`src/rtl/fpdiv_pkg.sv`:
```
// Shared definitions for the fpdiv_scalar divider: quotient digit encoding
// and the remainder-resolve FSM state type.
package fpdiv_pkg;

    // Quotient digit encoding produced by the SRT selection logic.
    // 2'b11 is never a legal digit.
    localparam logic [1:0] QDIG_ZERO = 2'b00;
    localparam logic [1:0] QDIG_POS  = 2'b01;
    localparam logic [1:0] QDIG_NEG  = 2'b10;

    // Remainder-resolve controller states.
    typedef enum logic [2:0] {
        ST_IDLE = 3'd0,
        ST_ITER = 3'd1,
        ST_CPA  = 3'd2,
        ST_FIX  = 3'd3,
        ST_DONE = 3'd4
    } rr_state_t;

endpackage

```
`src/rtl/radix_2_otfc.sv`:
```
// On-the-fly conversion of signed radix-2 quotient digits into two
// non-redundant candidates: q (the quotient) and qm (the quotient minus one
// ulp). Shifting both left by one digit per update keeps the final choice
// between them a plain select, with no carry propagation at the end.
module radix_2_otfc
    import fpdiv_pkg::*;
#(
    parameter int QUOT_W = 54
) (
    input  logic              clk,
    input  logic              rst,
    input  logic              clear,
    input  logic              en,
    input  logic [1:0]        digit,
    output logic [QUOT_W-1:0] q,
    output logic [QUOT_W-1:0] qm
);

    // Shifted candidates; the extra top bit is the MSB that falls off.
    logic [QUOT_W:0]   q_sh0;
    logic [QUOT_W:0]   q_sh1;
    logic [QUOT_W:0]   qm_sh0;
    logic [QUOT_W:0]   qm_sh1;
    logic [QUOT_W-1:0] q_next;
    logic [QUOT_W-1:0] qm_next;

    assign q_sh0  = {q, 1'b0};
    assign q_sh1  = {q, 1'b1};
    assign qm_sh0 = {qm, 1'b0};
    assign qm_sh1 = {qm, 1'b1};

    // Digit-driven update mux; the illegal code falls through as a zero digit.
    always_comb begin
        q_next  = q_sh0[QUOT_W-1:0];
        qm_next = qm_sh1[QUOT_W-1:0];
        case (digit)
            QDIG_POS: begin
                q_next  = q_sh1[QUOT_W-1:0];
                qm_next = q_sh0[QUOT_W-1:0];
            end
            QDIG_NEG: begin
                q_next  = qm_sh1[QUOT_W-1:0];
                qm_next = qm_sh0[QUOT_W-1:0];
            end
            default: begin
                q_next  = q_sh0[QUOT_W-1:0];
                qm_next = qm_sh1[QUOT_W-1:0];
            end
        endcase
    end

    // Q/QM registers: clear wins over a digit update.
    always_ff @(posedge clk) begin
        if (rst || clear) begin
            q  <= '0;
            qm <= '0;
        end else if (en) begin
            q  <= q_next;
            qm <= qm_next;
        end
    end

endmodule

```
`src/rtl/radix_2_srt_rem_resolve.sv`:
```
// Back end of the radix-2 SRT divider: collects quotient digits through
// on-the-fly conversion, resolves the final redundant remainder with a
// carry-propagate add, corrects a negative remainder by adding the divisor
// back (selecting QM as the quotient), and hands the result downstream.
//
// Handshakes: every channel transfers on the cycle where valid and ready are
// both high at the rising edge. start_ready_o is high only in IDLE,
// digit_ready_o only in ITER, out_valid_o only in DONE; a producer keeps
// valid (and its data) up until the transfer, and the result is held stable
// while out_valid_o is high and out_ready_i is low.
module radix_2_srt_rem_resolve
    import fpdiv_pkg::*;
#(
    parameter int WIDTH    = 66,
    parameter int QUOT_W   = 54,
    parameter int ITER_NUM = QUOT_W
) (
    input  logic             clk,
    input  logic             rst,
    input  logic             start_valid_i,
    output logic             start_ready_o,
    input  logic [WIDTH-2:0] divisor_i,
    input  logic             digit_valid_i,
    output logic             digit_ready_o,
    input  logic [1:0]       q_digit_i,
    input  logic [WIDTH-2:0] rem_sum_i,
    input  logic [WIDTH-2:0] rem_carry_i,
    output logic             out_valid_o,
    input  logic             out_ready_i,
    output logic [QUOT_W-1:0] quot_o,
    output logic [WIDTH-2:0] rem_o,
    output logic             rem_zero_o,
    output logic             digit_err_o
);

    localparam int CNT_W = $clog2(ITER_NUM + 1);
    localparam logic [CNT_W-1:0] CNT_LAST = CNT_W'(ITER_NUM - 1);

    rr_state_t         state;
    rr_state_t         state_next;

    logic [CNT_W-1:0]  cnt;
    logic [WIDTH-2:0]  div_r;
    logic [WIDTH-2:0]  sum_r;
    logic [WIDTH-2:0]  carry_r;
    logic [WIDTH-2:0]  rem_r;
    logic              digit_err_r;
    logic [QUOT_W-1:0] q;
    logic [QUOT_W-1:0] qm;

    logic              start_fire;
    logic              digit_fire;
    logic              last_digit;
    logic              rem_neg;

    assign start_fire = start_valid_i && (state == ST_IDLE);
    assign digit_fire = digit_valid_i && (state == ST_ITER);
    assign last_digit = digit_fire && (cnt == CNT_LAST);
    assign rem_neg    = rem_r[WIDTH-2];

    assign start_ready_o = (state == ST_IDLE);
    assign digit_ready_o = (state == ST_ITER);
    assign out_valid_o   = (state == ST_DONE);
    assign digit_err_o   = digit_err_r;

    radix_2_otfc #(
        .QUOT_W (QUOT_W)
    ) u_otfc (
        .clk   (clk),
        .rst   (rst),
        .clear (start_fire),
        .en    (digit_fire),
        .digit (q_digit_i),
        .q     (q),
        .qm    (qm)
    );

    // State register.
    always_ff @(posedge clk) begin
        if (rst) begin
            state <= ST_IDLE;
        end else begin
            state <= state_next;
        end
    end

    // Next-state logic: CPA and FIX are single fixed cycles.
    always_comb begin
        state_next = state;
        case (state)
            ST_IDLE: if (start_fire) state_next = ST_ITER;
            ST_ITER: if (last_digit) state_next = ST_CPA;
            ST_CPA:  state_next = ST_FIX;
            ST_FIX:  state_next = ST_DONE;
            ST_DONE: if (out_ready_i) state_next = ST_IDLE;
            default: state_next = ST_IDLE;
        endcase
    end

    // Datapath: operand capture, digit count, remainder resolve and correction.
    always_ff @(posedge clk) begin
        if (rst) begin
            cnt         <= '0;
            div_r       <= '0;
            sum_r       <= '0;
            carry_r     <= '0;
            rem_r       <= '0;
            digit_err_r <= 1'b0;
            quot_o      <= '0;
            rem_o       <= '0;
            rem_zero_o  <= 1'b0;
        end else begin
            case (state)
                ST_IDLE: begin
                    if (start_fire) begin
                        div_r       <= divisor_i;
                        cnt         <= '0;
                        digit_err_r <= 1'b0;
                    end
                end
                ST_ITER: begin
                    if (digit_fire) begin
                        cnt <= cnt + CNT_W'(1);
                        if (q_digit_i == 2'b11) begin
                            digit_err_r <= 1'b1;
                        end
                        // The remainder inputs only mean anything alongside
                        // the final digit.
                        if (last_digit) begin
                            sum_r   <= rem_sum_i;
                            carry_r <= rem_carry_i;
                        end
                    end
                end
                ST_CPA: begin
                    rem_r <= sum_r + carry_r;
                end
                ST_FIX: begin
                    // Zero test looks at the uncorrected remainder: a zero
                    // partial remainder means the division was exact.
                    rem_zero_o <= (rem_r == '0);
                    if (rem_neg) begin
                        rem_r  <= rem_r + div_r;
                        rem_o  <= rem_r + div_r;
                        quot_o <= qm;
                    end else begin
                        rem_o  <= rem_r;
                        quot_o <= q;
                    end
                end
                default: begin
                end
            endcase
        end
    end

endmodule

```
`config.mk`:
```
export PLATFORM = sky130hd
export DESIGN_NAME = radix_2_srt_rem_resolve
export DESIGN_NICKNAME = d
export VERILOG_FILES = /design/src/rtl/fpdiv_pkg.sv /design/src/rtl/radix_2_otfc.sv /design/src/rtl/radix_2_srt_rem_resolve.sv
export SDC_FILE = /design/constraint.sdc
export NUM_CORES = 1
export LEC_CHECK = 0
export CELL_PAD_IN_SITES_DETAIL_PLACEMENT = 1
export CELL_PAD_IN_SITES_GLOBAL_PLACEMENT = 2
export CORE_ASPECT_RATIO = 1.4
export CORE_MARGIN = 10
export CORE_UTILIZATION = 37
export CTS_BUF_LIST = sky130_fd_sc_hd__clkbuf_4 sky130_fd_sc_hd__clkbuf_8
export CTS_CLUSTER_SIZE = 30
export DETAILED_ROUTE_END_ITERATION = 12
export HOLD_SLACK_MARGIN = 0.1
export PLACE_DENSITY = 0.95
export SKIP_CTS_REPAIR_TIMING = 1
export SLEW_MARGIN = 10
export SYNTH_ARGS = -nofsm -noshare
export SYNTH_HDL_FRONTEND = slang
export SYNTH_HIERARCHICAL = 1
export SYNTH_SLANG_ARGS = --single-unit
```
`constraint.sdc`:
```
create_clock -name clk -period 5.3 [get_ports clk]
set_input_delay 0.53 -clock clk [delete_from_list [all_inputs] [get_ports clk]]
set_output_delay 0.53 -clock clk [all_outputs]
set_load 0.03 [all_outputs]
```
==> results of run 1 <==
-- placed cells by master (no fill, tap or decap), drive strengths merged, types with 73 or more instances in the layout --
master         count
a211oi           114
a21oi            538
a22oi            104
clkbuf           134
clkdlybuf4s50    324
dfxtp            498
ha               132
mux2i            105
nand2            595
nor2             252
o21ai            125
xnor2             73
-- per-layer routing --
layer,global-route usage [%],vias up
li1,-,12700
met1,26.9,12500
met2,36.7,539
met3,4.31,148
met4,8.21,6
met5,0,-
-- cell type report --
cell class | count | area share [%]
multi-input combinational | 2639 | 49.0
clock inverter | 21 | 0.659
timing repair buffer | 349 | 10.6
tap | 952 | 3.63
sequential | 498 | 30.4
inverter | 55 | 0.628
clock buffer | 134 | 5.04
antenna | 3 | 0.0229
-- registers in the layout, indices dropped and copies added, names as in the netlist --
register     flops
rem_o           65
cnt              6
rem_r           65
div_r           65
u_otfc/qm       54
sum_r           65
u_otfc/q        54
carry_r         65
rem_zero_o       1
state            3
digit_err_o      1
quot_o          54
-- critical path, delay by kind of cell, from the launching register on --
family	cells	cell delay (ns)
compound gates	6	2.15
fa+ha+maj	1	0.45
buf+inv	1	0.24
flops	1	0.35
mux	1	0.26
simple gates	3	0.84
-- report_power, final --
group	internal, mW	switching, mW	total (mW)
clock	2.18	1.65	3.83
sequential	3.78	0.0267	3.80
combinational	0.220	0.324	0.545
-- metrics by stage --
stage	utilization (%)	hold WS, ns
finish	45.0	0.261
global placement	42.4	0.442
floorplan	-	0.440
detailed placement	42.4	0.451
global route	45.0	0.242
CTS	45.0	0.189
-- how the worst max path moves through the flow --
stage | start | endpoint | slack [ns] | cells past startpoint
after floorplan | rem_r[0]$_SDFFE_PP0N_ | rem_r[20]$_SDFFE_PP0N_ | 2.07 | 13
after global placement | rem_r[15]$_SDFFE_PP0N_ | rem_r[64]$_SDFFE_PP0N_ | 1.03 | 12
after detailed placement | rem_r[17]$_SDFFE_PP0N_ | rem_r[64]$_SDFFE_PP0N_ | 1.03 | 12
after CTS | rem_r[15]$_SDFFE_PP0N_ | rem_r[64]$_SDFFE_PP0N_ | 1.02 | 12
after global routing | rem_r[17]$_SDFFE_PP0N_ | rem_o[60]$_SDFFE_PP0P_ | 0.70 | 12
final | rem_r[15]$_SDFFE_PP0N_ | rem_r[64]$_SDFFE_PP0N_ | 0.95 | 12
-- cells in the mapped netlist (41+ instances only) --
cell type,n
a21o_1,67
xor2_1,41
a211oi_1,113
ha_1,132
inv_1,52
dfxtp_1,498
a22o_1,53
nor2_1,251
o21ai_0,120
clkbuf_1,168
mux2i_1,105
nor3_1,42
nand2_1,594
xnor2_1,73
a21oi_1,523
a22oi_1,104
-- kinds of logic (layout without fill, tap and decap cells) --
logic type,Yosys count,count (layout),share of synthesized area (%)
simple gates,1088,1088,17.0
buf+inv,293,559,4.90
other cells,0,3,0
fa+ha+maj,134,134,6.18
flops,498,498,36.4
compound gates,1191,1191,27.7
xor+xnor,114,114,3.65
mux,112,112,4.13
==> impl_metrics.ini, run 1 <==
[hold_path]
hold_path_startpoint = rst
whs_path_depth = 2
min_to = rem_zero_o$_SDFFE_PP0P_
hold_class = input port to register

[logic_synthesis]
synth.cell_area_um2 = 27400
synth_warnings = 6
synthFlopType = dfxtp_1
synth_cells = 3430
syn_nets = 3766
ys_ff_latch = 498
synth_top_area_share_pct = 36.4
synth_area_leaders = dfxtp_1 (36%), a21oi_1 (9.6%), nand2_1 (8.1%)
synth_top_area_cell = dfxtp_1
ys_types = 96
syn_avg_cell_area_um2 = 7.98
synth_seq_area_share_pct = 36.4
synthArstFlopShare_pct = 0
synth_edf_count = 0

[clock_network]
cts_tree = yes
numCtsBuffers = 86
path_clk_slew_ns = 0.06
root_buffer = clkbuf_8
clockBufferDepth = 3
cts_sinks = 498
h-tree-depth = 3
clk_latency_ns = 0.71

[drt]
drt_iter0_markers = 1246
wl_met3_um = 4740
num_vias = 26000
routedWlPerCell_um = 20.9
wl_met1_um = 43000
via_per_inst = 5.58
wl_met2_um = 46200
ant_nets = 0
drtPass1Iterations = 5
drt_wl_total_um = 97300
drc = 0
top_layer = met5

[critical_path]
cp-start-kind = register
crit_path_max_fanout = 6
path_cells = ha_1 > nand2_1 > nor3_1 > o2111ai_1 > a2111oi_0 > buf_4 > o21ai_0 > a21oi_1 > o21ai_0 > and3_1 > mux2i_1 > o221a_2
rr_worst_depth = 12
regToRegSetupSlack_ns = 0.95
cpMaxStageDelayCell = a2111oi_0
end_kind = register
crit_top_cell = o21ai_0
critical_path_required_ns = 5.93
cp_data_arrival_time_ns = 4.98
max_stage_delay_ns = 0.94
timing.rr.end = rem_r[64]$_SDFFE_PP0N_
path_class = register to register
r2r-start = rem_r[15]$_SDFFE_PP0N_

[placed_design]
dp_cells = 4493
portBuffers = 325
dpl.hpwl_um = 71800
place_ws_ns = 1.03
gp_congestion = 0.959
placed_cell_area_um2 = 31000

[sta]
drv_slew = 0
rsz0062_at_grt = false
post-route-min-period_ns = 4.35
fin_setup_tns_ns = 0
finClkSkew_ns = 0.0283
max_slew_margin_pct = 22.0
timing.final.crit_share_pct = 82.0
hold_viol_final = 0
timing.final.ws_setup_ns = 0.952
tightest_slew_ns = 1.17
max_freq_mhz = 230
setup_viol = 0

[finish]
regArea_um2 = 9970
nets = 3965
finalInstanceArea_um2 = 32900
final_cells = 4651
fill_cells = 8803
multi_input_area_um2 = 16100
drive_above_1_share_pct = 7.06
syn2layout_area_growth_pct = 20.0

[grt]
grt_pass1_wl_um = 152000
antenna_found_initial = 8
grt_max_degree = 217
gr-total-overflow = 0
grt_use_total_pct = 21.8
first_global_vias = 26800

[floorplan]
start_util_pct = 37.5
die_h_um = 342
io_pins = 326
die-width_um = 250
core_um2 = 73000
die_area_um2 = 85400
rows = 117

[power_and_ir_drop]
p_per_area_nw_per_um2 = 249
power.total_mw = 8.18
vdd_drop_max_mv = 0.139
p_leak_nw = 11.9

[job]
maxCapViolCount = 0

[run_status]
status = finished, final reports clean
Power figures use the tool's default switching activity.
==> run 2, diff against run 1 <==
--- a/config.mk
+++ b/config.mk
@@ -9,12 +9,12 @@
 export CELL_PAD_IN_SITES_GLOBAL_PLACEMENT = 2
 export CORE_ASPECT_RATIO = 1.4
 export CORE_MARGIN = 10
-export CORE_UTILIZATION = 37
+export CORE_UTILIZATION = 34
 export CTS_BUF_LIST = sky130_fd_sc_hd__clkbuf_4 sky130_fd_sc_hd__clkbuf_8
 export CTS_CLUSTER_SIZE = 30
 export DETAILED_ROUTE_END_ITERATION = 12
 export HOLD_SLACK_MARGIN = 0.1
-export PLACE_DENSITY = 0.95
+export PLACE_DENSITY = 0.93
 export SKIP_CTS_REPAIR_TIMING = 1
 export SLEW_MARGIN = 10
 export SYNTH_ARGS = -nofsm -noshare
==> constraint.sdc (replaced) <==
create_clock -name clk -period 4.5 [get_ports clk]
set_input_delay 0.45 -clock clk [delete_from_list [all_inputs] [get_ports clk]]
set_output_delay 0.45 -clock clk [all_outputs]
set_load 0.03 [all_outputs]
==> impl_metrics.ini, run 2 (same netlist as run 1, synthesis figures left out) <==
[run_status]
status = finished, final reports clean

[grt]
gr-total-overflow = 0
grt_pass1_wl_um = 154000
first_global_vias = 26700
antenna_found_initial = 9
grt_max_degree = 174
grt_use_total_pct = 20.8

[critical_path]
crit_path_max_fanout = 4
cp-start-kind = register
end_kind = register
regToRegSetupSlack_ns = 0.55
r2r-start = rem_r[2]$_SDFFE_PP0N_
crit_buf_inv = 1
crit_top_cell = o21ai_0
rr_worst_depth = 13
max_stage_delay_ns = 0.56
cpMaxStageDelayCell = o21ai_0
timing.rr.end = rem_o[63]$_SDFFE_PP0P_
path_class = register to register
cp_data_arrival_time_ns = 4.57
critPathTopFamily = compound AO/OA/AOI/OAI gates
path_cells = ha_1 > o21ai_0 > o21a_1 > o21ai_0 > a21oi_1 > o21ai_0 > a211oi_1 > buf_4 > o31ai_1 > a31oi_1 > o21bai_1 > xnor2_1 > a2111oi_2
critical_path_required_ns = 5.12

[sta]
timing.final.crit_share_pct = 87.7
hold_viol_final = 0
setup_viol = 0
tightest_slew_ns = 0.995
fin_setup_tns_ns = 0
drv_slew = 0
rsz0062_at_grt = false
max_freq_mhz = 253
max_slew_margin_pct = 33.7
finClkSkew_ns = 0.0425
post-route-min-period_ns = 3.95

[floorplan]
core_um2 = 80200
die_h_um = 356
die-width_um = 260
rows = 123
die_area_um2 = 92400
io_pins = 326
start_util_pct = 34.1

[power_and_ir_drop]
p_leak_nw = 11.9
p_per_area_nw_per_um2 = 291
p_comb_share_pct = 6.8
switching_share_pct = 24.8
p_clk_share_pct = 46.6
seqPwrFrac_pct = 46.6
internal_power_mw = 7.23
vdd_drop_max_mv = 0.213
power_switching_mw = 2.38

[placed_design]
placed_cell_area_um2 = 31200
dp_cells = 4609
gp_congestion = 0.960
portBuffers = 325
dpl.hpwl_um = 74200

[drt]
drt_wl_total_um = 100000
drc = 0
ant_nets = 0
drtPass1Iterations = 5
routedWlPerCell_um = 21.1
via_per_inst = 5.49
drt_iter0_markers = 1259
num_vias = 26100

[clock_network]
path_clk_slew_ns = 0.06
root_buffer = clkbuf_8
cts_tree = yes
numCtsBuffers = 85
clk_latency_ns = 0.73
clockBufferDepth = 3
cts_sinks = 498
h-tree-depth = 3

[job]
maxCapViolCount = 0

[finish]
layout_common_cells = nand2_1 (593), a21oi_1 (523), dfxtp_1 (496), clkdlybuf4s50_1 (324), nor2_1 (251)
final_cells = 4756
syn2layout_area_growth_pct = 20.7
finalInstanceArea_um2 = 33000
final_common_cell = nand2_1
nets = 3971
drive_above_1_share_pct = 6.88

[hold_path]
hold_class = input port to register
whs_path_depth = 3
hold_path_startpoint = rem_sum_i[28]
min_to = sum_r[28]$_SDFFE_PP0P_
-- run 2: changes by cell type in the layout (fill, tap and decap cells not counted), sizes merged --
cell,previous run,this run
clkinv,14,6
inv,55,56
dlygate4sd3,0,1
clkinvlp,3,4
buf,25,31
clkbuf,134,128
-- run 2: per-stage QoR --
step / util (%) / power (mW) / hold slack [ns] / setup WS [ns]
6_report: 41.2 / 9.61 / 0.272 / 0.553
5_1_grt: 41.2 / 10.0 / 0.253 / 0.178
3_5_place_dp: 38.9 / 5.22 / 0.452 / 0.563
3_3_place_gp: 38.9 / 5.22 / 0.446 / 0.702
2_1_floorplan: - / 4.91 / 0.440 / 1.27
4_1_cts: 41.2 / 9.76 / 0.0114 / 0.532
-- run 2: power groups by stage --
stage / Sequential [mW] / Clock [mW] / Combinational (mW)
final: 4.48 / 4.48 / 0.651
after global routing: 4.48 / 4.82 / 0.705
after CTS: 4.48 / 4.63 / 0.653
after detailed placement: 4.58 / 0 / 0.649
after global placement: 4.57 / 0 / 0.646
after floorplan: 4.56 / 0 / 0.346
-- run 2: metal layers --
metal  vias to the layer above  wire length (um)  global-route usage (%)
met4                         6              3570                    7.99
met3                       162              5440                    4.50
met5                         -                31                       0
met1                     12600             42900                    25.0
li1                      12800                 -                       -
met2                       576             48300                    35.7
-- run 2: worst max-delay path by stage --
stage	from	endpoint	slack [ns]	cells after the start
2_1_floorplan	rem_r[0]$_SDFFE_PP0N_	rem_r[20]$_SDFFE_PP0N_	1.27	13
3_3_place_gp	sum_r[0]$_SDFFE_PP0P_	rem_r[64]$_SDFFE_PP0N_	0.70	13
3_5_place_dp	sum_r[0]$_SDFFE_PP0P_	rem_r[64]$_SDFFE_PP0N_	0.56	13
4_1_cts	sum_r[0]$_SDFFE_PP0P_	rem_r[64]$_SDFFE_PP0N_	0.53	13
5_1_grt	rem_r[2]$_SDFFE_PP0N_	rem_o[63]$_SDFFE_PP0P_	0.18	13
6_report	rem_r[2]$_SDFFE_PP0N_	rem_o[63]$_SDFFE_PP0P_	0.55	13
-- run 2: layout make-up --
type                       count  area [um2]
antenna                        3        7.51
inverter                      55         206
fill                        9612       47100
clock buffer                 128        1620
tap                         1062        1330
clock inverter                15         206
timing repair buffer         356        3590
sequential                   498        9970
multi-input combinational   2639       16100
-- run 2: tightest hold or removal path, cell delays in order --
cell and delay, ns:
clkdlybuf4s50_1 0.40, nand2_1 0.06, a21oi_1 0.05
